## src/rtl/wb_mem_responder.sv

```systemverilog
`timescale 1ns/1ps
// Wishbone classic-cycle responder backed by a small byte-lane writable word memory.
// Each request ends in ack, err or rty after WAIT_STATES idle cycles; the top word is a doorbell driving inta.
module wb_mem_responder #(
  parameter int                       WB_ADDR_WIDTH = 32,
  parameter int                       WB_DATA_WIDTH = 16,
  parameter int                       MEM_DEPTH     = 64,
  parameter logic [WB_ADDR_WIDTH-1:0] BASE_ADDR     = '0,
  parameter int                       WAIT_STATES   = 1
) (
  input  logic                       clk,
  input  logic                       rst,
  input  logic                       cyc,
  input  logic                       stb,
  input  logic [WB_ADDR_WIDTH-1:0]   adr,
  input  logic                       we,
  input  logic [WB_DATA_WIDTH/8-1:0] sel,
  input  logic [WB_DATA_WIDTH-1:0]   dout,
  input  logic                       hold,
  output logic [WB_DATA_WIDTH-1:0]   din,
  output logic                       ack,
  output logic                       err,
  output logic                       rty,
  output logic                       inta
);

  localparam int                       SEL_W    = WB_DATA_WIDTH / 8;
  localparam int                       IDX_W    = $clog2(MEM_DEPTH);
  localparam logic [WB_ADDR_WIDTH-1:0] DEPTH_A  = WB_ADDR_WIDTH'(MEM_DEPTH);
  localparam logic [WB_ADDR_WIDTH-1:0] BELL_OFF = WB_ADDR_WIDTH'(MEM_DEPTH - 1);
  localparam logic [3:0]               CNT_LOAD = (WAIT_STATES > 0) ? 4'(WAIT_STATES - 1) : 4'd0;

  typedef enum logic [1:0] {
    IDLE,
    WAIT,
    RESP
  } state_t;

  state_t                     state;
  state_t                     state_nxt;
  logic [3:0]                 cnt;
  logic [3:0]                 cnt_nxt;
  logic                       capture;

  logic [WB_ADDR_WIDTH-1:0]   cap_adr;
  logic                       cap_we;
  logic [SEL_W-1:0]           cap_sel;
  logic [WB_DATA_WIDTH-1:0]   cap_dat;

  logic [WB_DATA_WIDTH-1:0]   mem [MEM_DEPTH];
  logic                       inta_q;

  logic [WB_ADDR_WIDTH-1:0]   offset;
  logic [IDX_W-1:0]           idx;
  logic                       in_range;
  logic                       is_bell;
  logic                       in_resp;

  // An address below the base wraps to a huge offset, so the lower bound is checked explicitly too.
  assign offset   = cap_adr - BASE_ADDR;
  assign in_range = (cap_adr >= BASE_ADDR) && (offset < DEPTH_A);
  assign idx      = offset[IDX_W-1:0];
  assign is_bell  = (offset == BELL_OFF);
  assign in_resp  = (state == RESP);

  // NOTE: every signal written here gets a default first so no latch is inferred on unlisted paths.
  always_comb begin
    state_nxt = state;
    cnt_nxt   = cnt;
    capture   = 1'b0;
    unique case (state)
      IDLE: begin
        if (cyc && stb) begin
          capture   = 1'b1;
          cnt_nxt   = CNT_LOAD;
          state_nxt = (WAIT_STATES > 0) ? WAIT : RESP;
        end
      end
      WAIT: begin
        if (!cyc) begin
          state_nxt = IDLE;
          cnt_nxt   = 4'd0;
        end else if (cnt == 4'd0) begin
          state_nxt = RESP;
        end else begin
          cnt_nxt = cnt - 4'd1;
        end
      end
      RESP: begin
        state_nxt = IDLE;
      end
      default: begin
        state_nxt = IDLE;
        cnt_nxt   = 4'd0;
      end
    endcase
  end

  // NOTE: sequential state uses non-blocking assignments so every register samples pre-edge values.
  always_ff @(posedge clk) begin
    if (rst) begin
      state <= IDLE;
      cnt   <= 4'd0;
    end else begin
      state <= state_nxt;
      cnt   <= cnt_nxt;
    end
  end

  // NOTE: the capture registers carry no reset; they are only observed in RESP, which always follows a capture.
  always_ff @(posedge clk) begin
    if (capture) begin
      cap_adr <= adr;
      cap_we  <= we;
      cap_sel <= sel;
      cap_dat <= dout;
    end
  end

  // NOTE: the memory must read back zero after reset, so it is a register array cleared by a reset loop.
  always_ff @(posedge clk) begin
    if (rst) begin
      for (int i = 0; i < MEM_DEPTH; i++) begin
        mem[i] <= '0;
      end
      inta_q <= 1'b0;
    end else if (ack) begin
      if (cap_we) begin
        for (int b = 0; b < SEL_W; b++) begin
          if (cap_sel[b]) begin
            mem[idx][8*b +: 8] <= cap_dat[8*b +: 8];
          end
        end
      end
      // Doorbell: a write with any lane set rings it, a read acknowledges it.
      if (is_bell) begin
        if (cap_we && (|cap_sel)) begin
          inta_q <= 1'b1;
        end else if (!cap_we) begin
          inta_q <= 1'b0;
        end
      end
    end
  end

  // Terminations decode registered state; hold only steers the RESP cycle.
  assign rty  = in_resp && hold;
  assign err  = in_resp && !hold && !in_range;
  assign ack  = in_resp && !hold && in_range;
  assign din  = (ack && !cap_we) ? mem[idx] : '0;
  assign inta = inta_q;

endmodule
```

## config.mk

```make
export PLATFORM = sky130hd
export DESIGN_NAME = wb_mem_responder
export DESIGN_NICKNAME = d
export VERILOG_FILES = /design/src/rtl/wb_mem_responder.sv
export SDC_FILE = /design/constraint.sdc
export NUM_CORES = 2
export LEC_CHECK = 0
export BUFFER_PORTS_ARGS = -buffer_cell sky130_fd_sc_hd__buf_2
export CAP_MARGIN = 15
export CORE_MARGIN = 4
export CORE_UTILIZATION = 55
export CTS_BUF_LIST = sky130_fd_sc_hd__clkbuf_4 sky130_fd_sc_hd__clkbuf_8 sky130_fd_sc_hd__clkbuf_16
export DETAILED_ROUTE_END_ITERATION = 8
export HOLD_SLACK_MARGIN = 0.05
export PLACE_DENSITY = 0.74
export SETUP_SLACK_MARGIN = 0.2
export SLEW_MARGIN = 20
export SYNTH_ARGS = -nofsm -noshare
export SYNTH_HDL_FRONTEND = slang
export SYNTH_SLANG_ARGS = --single-unit
export TNS_END_PERCENT = 20
```

## constraint.sdc

```tcl
create_clock -name clk -period 3.9 [get_ports clk]
set_clock_uncertainty 0.15 [all_clocks]
set_input_delay 0.78 -clock clk [delete_from_list [all_inputs] [get_ports clk]]
set_output_delay 0.78 -clock clk [all_outputs]
set_load 0.02 [all_outputs]
```

==> flow_summary.json <==
{
  "outcome": "finished, violations left",
  "failed_checks": "negative setup slack",
  "hold_depth": 1,
  "preCtsSetupSlack_ps": 110.6,
  "async_flop_share_pct": 0,
  "wl_per_cell_um": 30.77,
  "io_pins": 76,
  "cts.sinks": 1088,
  "htreeDepth": 3,
  "synth_area_leaders": "edfxtp_1, mux4_2, and2_1",
  "ys_ff_latch": 1088,
  "pwr_density_cell_mw_per_mm2": 458.5,
  "vias": 30890,
  "critical_path_arrival_ps": 3170,
  "p_leak_nw": 20.06,
  "final-hold-violation-count": 0,
  "drc": 0,
  "syn-num-nets": 3380,
  "fp.coreArea_sq_mm": 0.08892,
  "die-height_um": 308.4,
  "slew_violations": 0,
  "fin_crit_ps": 4098,
  "fin_nets": 3547,
  "fp-row-count": 109,
  "grt_max_degree": 133,
  "max-vdd-ir-drop_mv": 0.3845,
  "synth-seq-area-share_pct": 65.57,
  "drt_iter0_drc": 4453,
  "yosysTopAreaCellShare_pct": 65.05,
  "synth-main-ff-cell": "edfxtp_1",
  "slew_headroom_pct": 44.32,
  "grt_overflow": 0,
  "critPathLaunchType": "flop",
  "critPathCaptureType": "output pin",
  "drive_above_1_share_pct": 28.85,
  "max-cap-violations": 0,
  "max_stage_delay_ps": 490,
  "hold_end": "cap_dat[6]",
  "max_freq_ghz": 0.2440,
  "clock_latency_ps": 700,
  "holdWs_ps": 100.7,
  "holdBufCountCts": 0,
  "synth_top_area_cell": "edfxtp_1",
  "start_util_pct": 55.81,
  "fp.dieW_um": 308.4,
  "vias_per_cell": 6.503,
  "layout_common_cells": "edfxtp_1, and2_1, nor2_1",
  "drt.antenna.violating_nets": 0,
  "firstDrtPassIters": 8,
  "layout_commonest_cell": "edfxtp_1",
  "r2r-start": "cap_adr[31]",
  "dp.final_hpwl_um": 97090,
  "track_usage_pct": 30.89,
  "ys_warn_count": 0,
  "syn_to_final_growth_pct": 15.12,
  "cts_max_path_buffers": 3,
  "synth-edff-count": 1075,
  "wl_um": 146100,
  "cp_cell_sequence": "buf_4 > buf_12 > buf_16 > buf_12 > buf_4 > mux4_2 > a22oi_2 > a21oi_1 > o311a_1 > buf_2",
  "place_congestion": 0.9826,
  "synth_cells": 3322,
  "reg2reg_slack_ps": 560,
  "rr_endpoint": "mem[4][3]",
  "worst_slack_ps": -198.5,
  "clk_pin_slew_ps": 60,
  "antenna_found_initial": 4,
  "ff2ff_path_depth": 8,
  "hold_path_class": "primary input to flop",
  "synth_cell_type_count": 54,
  "grt_pass1_vias": 30700,
  "cp_max_fo": 8,
  "critPathSlowestCell": "mux4_2",
  "min_period_over_period_pct": 105.1,
  "portBuffers": 75,
  "path_class": "flop to output pin",
  "hp-start": "dout[6]",
  "cts-root-buf": "clkbuf_16",
  "die_area_sq_mm": 0.09510,
  "avgSynthCellArea_sq_um": 14.94,
  "numCtsBuffers": 108,
  "worst_slew_pin_slew_ps": 835.2,
  "syn_area_sq_mm": 0.04963,
  "rsz0062_at_grt": "yes",
  "cts_tree": "done",
  "grt_pass1_wl_um": 211500,
  "tns_ps": -2238,
  "required_ps": 2970,
  "setup_viol": 16
}
how the worst max path moves through the flow:
stage	to	slack, ps
floorplan	flop	510
global placement	din[14]	130
detailed placement	din[14]	110
CTS	din[9]	-120
global route	din[9]	-240
finish	din[8]	-200
metrics by stage:
stage | cell area, sq um | power (mW) | util [%] | std cells
after floorplan | 49630 | 14.68 | - | 3322
after global placement | 51960 | 15.45 | 58.44 | 4481
after detailed placement | 51980 | 15.50 | 58.46 | 4482
after CTS | 56850 | 26.13 | 63.94 | 4731
after global routing | 57130 | 26.79 | 64.24 | 4749
final | 57130 | 26.19 | 64.25 | 4750
power by group:
part / internal (mW) / switching [mW] / total [mW]
clock network: 6.07 / 4.52 / 10.6
registers: 13.2 / 0.172 / 13.4
logic: 0.911 / 1.31 / 2.22
total: 20.2 / 6.00 / 26.2
flip-flops by register name, indices dropped and copies added, names as in the netlist, named ones only:
name	flops
mem	1024
cap_adr	32
cap_dat	16
cnt	4
cap_sel	2
state	2
cap_we	1
inta	1
repair_timing:
| action | 4_1_cts | 5_1_grt |
|---|---|---|
| setup buffers | 33 | 16 |
| resized for setup | 126 | 22 |
| hold endpoints to repair | 0 | 0 |
| pin swaps | 16 | 11 |
| gates cloned | 11 | 1 |
| endpoints found under the setup margin | 16 | 16 |
worst max-delay path, delay by kind of cell, from the launching register on:
kind	cells	cell delay, ps
compound gates	3	710
buf+inv	6	850
flops	1	410
mux	1	490
cells in the mapped netlist (34+ instances only):
cell      count
a21o_1       62
a22oi_1      62
and2_1      533
buf_2        36
clkbuf_1    206
edfxtp_1   1075
mux2i_1      50
mux4_2      243
nand2_1     150
nor2_1      453
nor2_4      100
nor3_1       34
or2_2        67
per-layer routing:
layer	vias up	track usage, %	routed length, um
met4	2	15.67	8947
li1	12700	-	-
met3	421	7.856	18570
met2	2325	48.63	68500
met1	15440	40.36	50110
met5	-	0	11
kinds of logic (layout without fill, tap and decap cells):
| family | count (synthesis) | in the layout | share of synthesized area, % |
|---|---|---|---|
| and+or+nand+nor | 1404 | 1404 | 15.81 |
| DFF | 1088 | 1088 | 65.57 |
| muxes | 299 | 299 | 12.17 |
| buffers and inverters | 275 | 537 | 2.551 |
| AOI/OAI and AO/OA | 251 | 251 | 3.795 |
| xor gates and xnor gates | 3 | 3 | 0.05296 |
| adders and majority gates | 2 | 2 | 0.05042 |
| other | 0 | 1 | 0 |
layout make-up:
class / instances / area, sq um
clock inverter: 55 / 549.3
inverter: 6 / 22.52
sequential: 1088 / 32550
timing repair buffer: 326 / 3182
tap: 1165 / 1458
clock buffer: 150 / 3073
fill: 6180 / 31790
multi-input combinational: 1959 / 16290
antenna: 1 / 2.502
Note: power is estimated with default switching activity, not from simulation.
